[config.mk]
export PLATFORM = sky130hd
export DESIGN_NAME = ped_request
export DESIGN_NICKNAME = d
export VERILOG_FILES = /design/src/rtl/ped_pkg.sv /design/src/rtl/ped_debounce.sv /design/src/rtl/ped_request.sv
export SDC_FILE = /design/constraint.sdc
export NUM_CORES = 1
export LEC_CHECK = 0
export ABC_AREA = 1
export BUFFER_PORTS_ARGS = -buffer_cell sky130_fd_sc_hd__buf_2
export CORE_UTILIZATION = 26
export DETAILED_ROUTE_END_ITERATION = 8
export PLACE_DENSITY = 0.5
export SYNTH_ARGS = -nofsm -noshare
export SYNTH_HDL_FRONTEND = slang
export SYNTH_SLANG_ARGS = --single-unit
[constraint.sdc]
create_clock -name clock -period 1.5 [get_ports clock]
set_input_delay 0.225 -clock clock [delete_from_list [all_inputs] [get_ports clock]]
set_output_delay 0.225 -clock clock [all_outputs]
set_load 0.02 [all_outputs]
[src/rtl/ped_pkg.sv]
// ped_pkg -- shared types and constants for the pedestrian request unit.
//   ped_state_e         : request FSM state encoding (2 bits, code 2'b11 unused)
//   WALK_CODE_DEF       : default lightseq value that marks the walk phase
//   DEBOUNCE_CYCLES_DEF : default debounce length in synchronised samples
//   cnt_width()         : debounce counter width for a given debounce length
//   CNT_W_DEF           : counter width at the default debounce length
package ped_pkg;

  typedef enum logic [1:0] {
    IDLE  = 2'b00,
    ARMED = 2'b01,
    WALK  = 2'b10
  } ped_state_e;

  localparam logic [4:0] WALK_CODE_DEF       = 5'b10100;
  localparam int         DEBOUNCE_CYCLES_DEF = 4;

  function automatic int cnt_width(input int cycles);
    return $clog2(cycles + 1);
  endfunction

  localparam int CNT_W_DEF = cnt_width(DEBOUNCE_CYCLES_DEF);

endpackage

[src/rtl/ped_debounce.sv]
// ped_debounce -- button synchroniser, debouncer and press-pulse generator.
//   clock  : system clock, rising edge
//   reset  : asynchronous, active-low reset
//   button : raw bouncing push-button, 1 = pressed
//   press  : registered one-cycle pulse on each accepted 0->1 of the button
module ped_debounce
  import ped_pkg::*;
#(
  parameter int DEBOUNCE_CYCLES = DEBOUNCE_CYCLES_DEF
) (
  input  logic clock,
  input  logic reset,
  input  logic button,
  output logic press
);

  localparam int             CW   = cnt_width(DEBOUNCE_CYCLES);
  localparam logic [CW-1:0]  LAST = CW'(DEBOUNCE_CYCLES - 1);

  logic          sync1_q, sync2_q;
  logic          level_q, level_d;
  logic          press_q;
  logic [CW-1:0] cnt_q, cnt_d;

  // The count-th differing sample is the one that flips the level, so the
  // compare is against DEBOUNCE_CYCLES-1 held in the counter.
  always_comb begin
    level_d = level_q;
    cnt_d   = '0;
    if (sync2_q != level_q) begin
      if (cnt_q == LAST) level_d = ~level_q;
      else               cnt_d   = cnt_q + CW'(1);
    end
  end

  always_ff @(posedge clock or negedge reset) begin
    if (!reset) begin
      sync1_q <= 1'b0;
      sync2_q <= 1'b0;
      level_q <= 1'b0;
      cnt_q   <= '0;
      press_q <= 1'b0;
    end else begin
      sync1_q <= button;
      sync2_q <= sync1_q;
      level_q <= level_d;
      cnt_q   <= cnt_d;
      press_q <= level_d & ~level_q;
    end
  end

  assign press = press_q;

endmodule

[src/rtl/ped_request.sv]
// ped_request -- pedestrian request unit driving the crossing controller.
//   clock     : system clock, rising edge
//   reset     : asynchronous, active-low reset
//   button    : raw push-button, 1 = pressed
//   lightseq  : controller light sequence (walk when equal to WALK_CODE)
//   start     : registered request level to the controller
//   wait_lamp : registered WAIT indicator
//   req_count : saturating count of request entries (only with PED_REQ_COUNT_EN)
// Build option: define PED_REQ_COUNT_EN to add the req_count output.
module ped_request
  import ped_pkg::*;
#(
  parameter int         DEBOUNCE_CYCLES = DEBOUNCE_CYCLES_DEF,
  parameter logic [4:0] WALK_CODE       = WALK_CODE_DEF
) (
  input  logic       clock,
  input  logic       reset,
  input  logic       button,
  input  logic [4:0] lightseq,
  output logic       start,
`ifdef PED_REQ_COUNT_EN
  output logic [7:0] req_count,
`endif
  output logic       wait_lamp
);

  ped_state_e state_q, state_d;
  logic       pending_q, pending_d;
  logic       start_q, wait_q;
  logic       press;
  logic       walk;

  ped_debounce #(
    .DEBOUNCE_CYCLES(DEBOUNCE_CYCLES)
  ) u_deb (
    .clock (clock),
    .reset (reset),
    .button(button),
    .press (press)
  );

  assign walk = (lightseq == WALK_CODE);

  // Walk transitions win over a press arriving in the same cycle.
  always_comb begin
    state_d   = state_q;
    pending_d = pending_q;
    case (state_q)
      IDLE:  if (press) state_d = ARMED;
      ARMED: if (walk)  state_d = WALK;
      WALK: begin
        if (!walk) begin
          state_d   = pending_q ? ARMED : IDLE;
          pending_d = 1'b0;
        end else if (press) begin
          pending_d = 1'b1;
        end
      end
      default: begin
        state_d   = IDLE;
        pending_d = 1'b0;
      end
    endcase
  end

`ifdef PED_REQ_COUNT_EN
  logic [7:0] count_q;
  logic       enter_armed;
  assign enter_armed = (state_d == ARMED) && (state_q != ARMED);
  assign req_count   = count_q;
`endif

  always_ff @(posedge clock or negedge reset) begin
    if (!reset) begin
      state_q   <= IDLE;
      pending_q <= 1'b0;
      start_q   <= 1'b0;
      wait_q    <= 1'b0;
`ifdef PED_REQ_COUNT_EN
      count_q   <= 8'd0;
`endif
    end else begin
      state_q   <= state_d;
      pending_q <= pending_d;
      start_q   <= (state_d == ARMED);
      wait_q    <= (state_d == ARMED);
`ifdef PED_REQ_COUNT_EN
      if (enter_armed && (count_q != 8'hFF)) count_q <= count_q + 8'd1;
`endif
    end
  end

  assign start     = start_q;
  assign wait_lamp = wait_q;

endmodule

==> flow_summary_export.csv <==
group,metric,value,unit
synth,synth_area_leader_cell,"dfrtp_1",
drt,postRouteAntennaNets,0,
clock_tree,clockBufferDepth,2,
synth,synth.most_common_cell,"dfrtp_1",
power_and_ir_drop,powerDensity,1590,mW/mm^2
timing,max_freq,0.995,GHz
global_route,grt_overflow,0,
timing,finClkSkew,0.00307,ns
drt,vias_per_cell,4.17,
timing,setup_viol,0,
clock_tree,hold_buffers,1,
synth,synth_seq_cells,11,
flow_run,cap_viol_max_count,0,
die,die-area,0.00183,mm^2
power_and_ir_drop,power.share.clock,22.7,%
synth,synthFlopType,"dfrtp_1",
finish,num_antenna_cells,0,
drt,post-route-drc-count,0,
timing,fin_crit_sh,67.0,%
clock_tree,worstSkewPairLatency,0.26,ns
worst_setup_path,crit_type,"reg -> out",
worst_setup_path,worstPathCellList,"buf_2",
synth,synth_commonest_cells,"dfrtp_1, nand2_1, inv_1",
clock_tree,post_cts_buffers,0,
finish,multi_input_area,126,um^2
synth,netlist_instances,42,
drt,wl,643,um
power_and_ir_drop,p_comb_share,27.0,%
die,io_pins,10,
synth,yosys.area.top_type_share,63.8,%
timing,hold_viol_final,0,
power_and_ir_drop,ir_drop,0.629,mV
drt,dr.pass1.iters,4,
finish,seq_area,275,um^2
timing,drv_slew,0,
power_and_ir_drop,netSwitchingFraction,32.1,%
synth,synth_edf_count,0,
timing,layout_setup_ws,0.495,ns
worst_setup_path,cp_num_cells,1,
synth,synthTopCellsByArea,"dfrtp_1, nand2_1, inv_1",
die,die_w,42.7,um
timing,tns,0,ns
timing,grt_setup_unrepaired,"false",
die,placeableCoreArea,0.00152,mm^2
worst_setup_path,cp_data_arrival_time,0.78,ns
place,dp.cells,66,
min_path,min_path_type,"in -> reg",
die,die_h,42.7,um
timing,fin_crit,1.01,ns
timing,max-slew-margin-rel,80.0,%
synth,ys_warn_count,0,
global_route,antenna_found_initial,0,
die,initial_core_util,28.3,%
worst_setup_path,cp_max_fo,2,
global_route,grt_use_total,9.07,%
drt,first_iter_violations,4,
worst_setup_path,slowest_delay,0.37,ns
worst_setup_path,cp-end-kind,"primary output",
power_and_ir_drop,power.switching,268,uW
power_and_ir_drop,p_seq_share,50.3,%
finish,fill_cells,165,
worst_setup_path,cp-start-kind,"register",
clock_tree,cts_tree,"yes",
power_and_ir_drop,p_leak,0.000269,uW
die,rows,14,
finish,layoutNonFillerInstCount,71,
worst_setup_path,cp_slowest_cell,"dfrtp_1",
synth,ys_seq_area_share,63.8,%
global_route,grt_max_degree,12,
global_route,grt_pass1_vias,266,
synth,netlist_area,432,um^2
synth,synth.net_count,51,
clock_tree,cts_resized,0,
drt,vias,296,
worst_setup_path,critical_path_required,1.27,ns
clock_tree,clk_pin_slew,0.07,ns
finish,layout-drive-gt1-share,23.6,%
synth,ys_async_sr_fraction,100,%
finish,fin_nets,65,
power_and_ir_drop,p_int,568,uW
worst_setup_path,crit_family,"flip-flops",
place,place.gp.congestion,0.688,
place,hpwl,494,um
clock_tree,cts-htree-levels,1,
synth,synth_cell_types,13,
finish,area_growth,21.7,%
place,portBuffers,9,
clock_tree,numCtsBuffers,3,
timing,tightestPinTransition,0.298,ns
global_route,grt_pass1_wl,1120,um
worst_setup_path,r2r_cells,3,
clock_tree,cts-root-buf,"clkbuf_4",
worst_setup_path,crit_buf_inv,1,
clock_tree,numClockSinks,11,
drt,wire_per_inst,9.06,um
min_path,holdPathStages,1,
place,post-place-ws,0.540,ns
synth,avgSynthCellArea,10.3,um^2
run_status,status,"finished clean",
## layer usage
layer  routed length [um]  vias to the layer above  share of wire (%)  track usage [%]
met5                    0                        -                  0                0
li1                     -                      159                  -                -
met4                    0                        0                  0             3.75
met1                  361                      133                 56             12.7
met2                  264                        4                 41             10.3
met3                   17                        0                2.6             6.38
## flip-flops by register name, indices dropped and copies added (netlist names)
name,cells
u_deb.sync2_q,1
u_deb.press,1
state_q,2
wait_lamp,1
u_deb.sync1_q,1
u_deb.cnt_q,3
pending_q,1
u_deb.level_q,1
## placed cells by master (no fill, tap or decap), types with 2 or more instances in the layout
cell	netlist	routed
a21oi_1	3	3
buf_2	0	9
clkbuf_4	0	3
dfrtp_1	11	11
inv_1	6	6
nand2_1	8	8
nand3_1	3	3
nor2_1	3	3
nor3_1	2	2
## worst reg2reg max path, delay by kind of cell, from the launching register on
family                   cells  cell delay [ns]
adder cells (fa/ha/maj)      1             0.21
flip-flops                   1             0.39
AND/OR/NAND/NOR              2             0.29
## stage by stage
step	hold WS (ns)	area, um^2	util (%)	total power, uW
global placement	0.102	489	32.1	649
finish	0.0798	526	34.5	836
global route	0.0651	526	34.5	903
CTS	0.0699	526	34.5	855
detailed placement	0.107	489	32.1	653
floorplan	-0.0706	432	-	601
## power groups by stage
stage | Combinational (uW) | Sequential [uW] | Clock (uW)
after detailed placement | 229 | 424 | 0
after floorplan | 167 | 435 | 0
after global routing | 254 | 429 | 220
after CTS | 230 | 421 | 204
after global placement | 224 | 424 | 0
final | 226 | 420 | 190
## cells by family (layout without fill, tap and decap cells)
family | after synthesis | in the layout | synth area share, %
buffers and inverters | 7 | 20 | 6.96
XOR/XNOR | 1 | 1 | 2.03
flip-flops | 11 | 11 | 63.8
adder cells (fa/ha/maj) | 1 | 1 | 2.90
AO/OA/AOI/OAI | 4 | 4 | 4.64
AND/OR/NAND/NOR | 18 | 18 | 19.7
## final cells by class
cell class                 instances  area share [%]
multi-input combinational         24            24.0
sequential                        11            52.4
inverter                           6            4.29
tap                               16            3.81
timing repair buffer              10            10.5
clock buffer                       4            5.00
## final timing paths
path                                start              to  slack [ns]
max                             wait_lamp           start        0.49
min                                button   u_deb.sync1_q        0.08
max reg2reg                u_deb.cnt_q[0]  u_deb.cnt_q[0]        0.54
min reg2reg                 u_deb.sync1_q   u_deb.sync2_q        0.36
max in group asynchronous           reset       pending_q        0.94
min in group asynchronous           reset  u_deb.cnt_q[2]        0.36
Note: power is estimated with default switching activity, not from simulation.
